`src/rtl/dds_voice_bank.sv`:
```
// Time-multiplexed DDS voice bank: one shared phase/wave datapath,
// one voice per clock, averaged into a single sample per frame.
module dds_voice_bank #(
   parameter  int NUM_VOICES = 4,
   parameter  int TUNE_W     = 16,
   parameter  int PHASE_W    = 16,
   parameter  int WAVE_W     = 12,
   parameter  int DIV_W      = 8,
   localparam int VA_W       = $clog2(NUM_VOICES),
   localparam int ADDR_W     = VA_W + 2
) (
   input  logic              clk,
   input  logic              rst_n,
   input  logic              ena,
   input  logic              wr_en,
   input  logic [ADDR_W-1:0] wr_addr,
   input  logic [7:0]        wr_data,
   input  logic [DIV_W-1:0]  div_sel,
   output logic [WAVE_W-1:0] sample_out,
   output logic              sample_valid,
   output logic              overrun
);

   typedef enum logic [1:0] {IDLE, VOICE, OUT} state_t;

   state_t state, state_nx;

   logic [PHASE_W-1:0] phase  [NUM_VOICES];
   logic [TUNE_W-1:0]  tune   [NUM_VOICES];
   logic [7:0]         shadow [NUM_VOICES];
   logic [4:0]         ctrl   [NUM_VOICES];
   logic [7:0]         pw     [NUM_VOICES];
   logic [NUM_VOICES-1:0] wrap;

   logic [DIV_W-1:0]       cnt;
   logic                   tick;
   logic [VA_W-1:0]        v, v_prev;
   logic                   last;
   logic [WAVE_W+VA_W-1:0] mix, mix_sum;
   logic [15:0]            lfsr, lfsr_nx;

   logic [VA_W-1:0]    wr_v;
   logic [1:0]         wr_r;
   logic [15:0]        tune_full;

   logic               en_v, sync_v;
   logic [2:0]         wave_v;
   logic [PHASE_W:0]   sum;
   logic [PHASE_W-1:0] ph_new;
   logic [WAVE_W-1:0]  p, wv, voice_out, noise;

   assign wr_v      = wr_addr[ADDR_W-1:2];
   assign wr_r      = wr_addr[1:0];
   assign tune_full = {wr_data, shadow[wr_v]};

   // tuning commits in one edge, so a slot never sees half a word
   always_ff @(posedge clk) begin
      if (!rst_n) begin
         for (int i = 0; i < NUM_VOICES; i++) begin
            shadow[i] <= '0;
            tune[i]   <= '0;
            ctrl[i]   <= '0;
            pw[i]     <= '0;
         end
      end else if (wr_en) begin
         unique case (wr_r)
            2'd0: shadow[wr_v] <= wr_data;
            2'd1: tune[wr_v]   <= tune_full[TUNE_W-1:0];
            2'd2: ctrl[wr_v]   <= wr_data[4:0];
            2'd3: pw[wr_v]     <= wr_data;
         endcase
      end
   end

   assign tick = ena && (cnt == div_sel);

   always_ff @(posedge clk) begin
      if (!rst_n)
         cnt <= '0;
      else if (ena)
         cnt <= tick ? '0 : cnt + DIV_W'(1);
   end

   assign lfsr_nx = (lfsr >> 1) ^ (lfsr[0] ? 16'hB400 : 16'h0000);

   generate
      if (WAVE_W <= 16) begin : g_noise_narrow
         assign noise = lfsr[15 -: WAVE_W];
      end else begin : g_noise_wide
         assign noise = {lfsr, {(WAVE_W-16){1'b0}}};
      end
   endgenerate

   assign en_v   = ctrl[v][0];
   assign sync_v = ctrl[v][1];
   assign wave_v = ctrl[v][4:2];
   assign v_prev = v - VA_W'(1);
   assign last   = (v == VA_W'(NUM_VOICES-1));

   // voice 0 reads voice N-1's flag left over from the previous frame
   assign sum    = {1'b0, phase[v]} + (PHASE_W+1)'(tune[v]);
   assign ph_new = (sync_v && wrap[v_prev]) ? '0 : sum[PHASE_W-1:0];
   assign p      = ph_new[PHASE_W-1 -: WAVE_W];

   always_comb begin
      wv = '0;
      unique case (wave_v)
         3'd0:    wv = p;
         3'd1:    wv = ~p;
         3'd2:    wv = {p[WAVE_W-2:0], 1'b0} ^ {WAVE_W{p[WAVE_W-1]}};
         3'd3:    wv = (p[WAVE_W-1 -: 8] < pw[v]) ? '1 : '0;
         3'd4:    wv = noise;
         default: wv = '0;
      endcase
   end

   assign voice_out = en_v ? wv : '0;
   assign mix_sum   = mix + (WAVE_W+VA_W)'(voice_out);

   always_comb begin
      state_nx = state;
      unique case (state)
         IDLE:    if (tick) state_nx = VOICE;
         VOICE:   if (last) state_nx = OUT;
         OUT:     state_nx = IDLE;
         default: state_nx = IDLE;
      endcase
   end

   // the sample registers on the last slot so it is visible during OUT
   always_ff @(posedge clk) begin
      if (!rst_n) begin
         state        <= IDLE;
         v            <= '0;
         mix          <= '0;
         wrap         <= '0;
         lfsr         <= 16'hACE1;
         sample_out   <= '0;
         sample_valid <= 1'b0;
         overrun      <= 1'b0;
         for (int i = 0; i < NUM_VOICES; i++)
            phase[i] <= '0;
      end else begin
         state        <= state_nx;
         sample_valid <= 1'b0;
         if (tick && state != IDLE)
            overrun <= 1'b1;
         unique case (state)
            IDLE: begin
               if (tick) begin
                  v   <= '0;
                  mix <= '0;
               end
            end
            VOICE: begin
               if (en_v)
                  phase[v] <= ph_new;
               wrap[v] <= en_v & sum[PHASE_W];
               mix     <= mix_sum;
               v       <= v + VA_W'(1);
               if (last) begin
                  sample_out   <= mix_sum[WAVE_W+VA_W-1:VA_W];
                  sample_valid <= 1'b1;
               end
            end
            OUT:     lfsr <= lfsr_nx;
            default: ;
         endcase
      end
   end

endmodule

```
`config.mk`:
```
export PLATFORM = sky130hd
export DESIGN_NAME = dds_voice_bank
export DESIGN_NICKNAME = d
export VERILOG_FILES = /design/src/rtl/dds_voice_bank.sv
export SDC_FILE = /design/constraint.sdc
export NUM_CORES = 1
export LEC_CHECK = 0
export ABC_AREA = 0
export CAP_MARGIN = 20
export CORE_ASPECT_RATIO = 1.1
export CORE_MARGIN = 5
export CORE_UTILIZATION = 56
export DETAILED_ROUTE_END_ITERATION = 16
export DONT_BUFFER_PORTS = 1
export PLACE_DENSITY_LB_ADDON = 0.2
export SYNTH_ARGS = -nofsm -noshare
export SYNTH_HDL_FRONTEND = slang
export SYNTH_SLANG_ARGS = --single-unit
```
`constraint.sdc`:
```
create_clock -name clk -period 6.47 [get_ports clk]
set_input_delay 1.294 -clock clk [delete_from_list [all_inputs] [get_ports clk]]
set_output_delay 1.294 -clock clk [all_outputs]
set_load 0.05 [all_outputs]
```
==> metrics.yaml <==
dp_hpwl_um: 20000
ant_nets: 0
p_leak_uw: 0.00561
cp.buffers_inverters: 5
max_stage_delay_ps: 530
viasPerCell: 5.86
period_minus_slack_ps: 6230
coreArea_um2: 24200
die_h_um: 174
seq_area_frac_synth: 0.556
critical_path_class: "reg2reg"
synth_area_per_cell_um2: 12.0
pre_cts_ws_ps: 249
yosysWarnings: 0
worst_slew_pin_slew_ps: 1050
arrival_ps: 6690
p_int_uw: 3080
final_nets: 1216
wl_per_cell_um: 19.8
cts.path.max_buffers: 3
grt-ovfl-total: 0
drt_pass1_iterations: 5
finalSetupViolations: 0
crit_required_ps: 6930
synth_cells: 1144
ctsHtreeMaxLevel: 1
place_congestion: 0.854
wl_um: 29400
ys.flop_type: "edfxtp_1"
finalHoldViolations: 0
drive_above_1_share: 0.136
hp-class: "reg2reg"
maxCapViolCount: 0
cts.sinks: 274
status: "finished, final reports clean"
switching_share: 0.220
ctsRootBufferMaster: "clkbuf_16"
fmaxAchievable_mhz: 161
hold_slack_ps: 457
numCtsBuffers: 28
antenna_found_initial: 0
fin_area_um2: 15100
drtIter0Drc: 600
clockPowerShare: 0.414
clkTransAtPathRegs_ps: 60
drcViolationCount: 0
syn_to_final_growth_pct: 10.5
crit_family: "compound AO/OA/AOI/OAI gates"
seq_power_share: 0.501
fin_crit_sh: 0.963
grt_pass1_wl_um: 47400
pwr-share-comb: 0.084
cts_tree: "yes"
netlist_area_um2: 13700
vias: 8678
grt_pass1_vias: 8761
p_per_area_nw_per_um2: 261
synth_cell_types: 60
max-vdd-ir-drop_mv: 0.228
critPathLaunchType: "register"
placed_area_um2: 14000
slew_headroom: 0.293
fin_ws_ps: 241
grt_use_total: 0.210
crit_path_top_delay_cell: "mux4_2"
multiInputGateArea_um2: 5800
synth-seq-cells: 274
skew_ps: 12.7
fillerInstances: 1869
holdBufCountCts: 0
antenna_cells: 0
synth_edf_count: 212
power.switching_uw: 869
critPathMaxFanout: 8
portBuffers: 0
dieArea_um2: 27600
io-pin-count: 38
crit_path_end_kind: "register"
tns_ps: 0
synthesis.nets: 1210
async_reset_ff_frac: 0
start_util: 0.564
drv_slew: 0
std_cell_rows: 60
ff_latch_area_um2: 7610
grt_max_degree: 44
die_w_um: 159
clock_latency_ps: 540
utilization: 0.623
worst paths after layout:
path	start	endpoint	slack [ps]	depth (start not counted)
worst min-delay path	lfsr[1]	lfsr[1]	460	2
worst max register to register	register	mix[13]	240	30
worst max-delay path	register	mix[13]	240	30
worst min register to register	lfsr[1]	lfsr[1]	460	2
placed cells by master (no fill, tap or decap), drive strengths merged, types with 3 or more instances in the layout:
cell / instances
edfxtp: 212
and2: 157
nor2: 137
nand2: 88
dfxtp: 62
mux4: 51
ha: 40
a21oi: 37
clkbuf: 37
buf: 35
o21ai: 33
xnor2: 31
xor2: 26
inv: 24
nand3: 21
nand2b: 17
a21o: 12
a31oi: 11
nor3: 11
a22oi: 10
clkinv: 10
o21a: 9
or3: 9
a211oi: 9
o211ai: 8
mux2i: 7
o31ai: 7
nand4: 6
a22o: 5
and3: 5
a221oi: 5
mux2: 4
nand3b: 4
nor2b: 4
bufinv: 4
o22ai: 3
worst min-delay path: stages, from the launching register on:
cell and delay, ps:
dfxtp_1 310, nand2_1 50, a21oi_1 50
flip-flops by register name, indices dropped and copies added (netlist names), 2 cells and up, named ones only:
| register | cells |
|---|---|
| cnt | 8 |
| ctrl | 20 |
| lfsr | 16 |
| mix | 14 |
| phase | 64 |
| pw | 32 |
| sample_out | 12 |
| shadow | 32 |
| state | 2 |
| tune | 64 |
| v | 2 |
| wrap | 4 |
kinds of logic after synthesis:
kind of cell    share of synthesized area
fa+ha+maj                          0.0395
flops                               0.556
mux                                0.0927
compound gates                     0.0808
xor+xnor                           0.0365
buf+inv                            0.0242
simple gates                        0.170
cell usage after synthesis (2+ instances only):
library cell / n / area (µm²)
edfxtp_1: 212 / 6370
and2_1: 157 / 982
nor2_1: 137 / 514
nand2_1: 88 / 330
dfxtp_1: 62 / 1240
mux4_2: 51 / 1150
clkbuf_1: 47 / 176
ha_1: 40 / 500
a21oi_1: 37 / 185
xnor2_1: 31 / 272
xor2_1: 26 / 228
o21ai_0: 25 / 125
inv_1: 24 / 90.1
nand3_1: 20 / 100
nand2b_1: 17 / 106
a21o_1: 12 / 90.1
a31oi_1: 11 / 68.8
a22oi_1: 10 / 75.1
nor3_1: 10 / 50.1
buf_2: 9 / 45.0
o21a_1: 9 / 67.6
or3_1: 9 / 56.3
a211oi_1: 8 / 60.1
o21ai_1: 8 / 40.0
mux2i_1: 6 / 60.1
nand4_1: 6 / 37.5
o211ai_1: 6 / 45.0
o31ai_1: 6 / 45.0
a22o_1: 5 / 43.8
and3_1: 5 / 31.3
a221oi_1: 4 / 35.0
mux2_2: 4 / 45.0
nand3b_1: 4 / 30.0
nor2b_1: 4 / 25.0
buf_1: 3 / 11.3
o22ai_1: 3 / 18.8
fa_1: 2 / 40.0
nor4_1: 2 / 12.5
o211ai_2: 2 / 25.0
or2_2: 2 / 12.5
metal layers:
| layer | vias up | part of all wire | track usage |
|---|---|---|---|
| met4 | 0 | 0.015 | 0.0366 |
| met5 | - | 0 | 0 |
| li1 | 4132 | - | - |
| met1 | 4240 | 0.42 | 0.292 |
| met2 | 268 | 0.50 | 0.358 |
| met3 | 38 | 0.060 | 0.0312 |
power by group through the flow:
stage	clock network [µW]	logic, µW	registers, µW
6_report	1640	332	1980
5_1_grt	1750	360	1990
4_1_cts	1660	321	1980
3_5_place_dp	0	319	2020
3_3_place_gp	0	315	2010
2_1_floorplan	0	250	2010
final cells by class:
class                   count  share of cell area
clock inverters            14              0.0110
clock buffers              36              0.0504
repair buffers             36              0.0191
inverters                  24             0.00596
flip-flops and latches    274               0.504
well taps                 310              0.0257
multi-input cells         786               0.384
timing repair:
item	CTS	global route
resized for setup	0	22
endpoints found under the setup margin	0	16
setup buffers	0	7
through the flow:
stage,std cells,power (µW)
after detailed placement,1422,2340
after global placement,1420,2330
after CTS,1472,3960
after floorplan,1144,2260
final,1480,3950
after global routing,1480,4090
(Power assumes the default switching activity.)
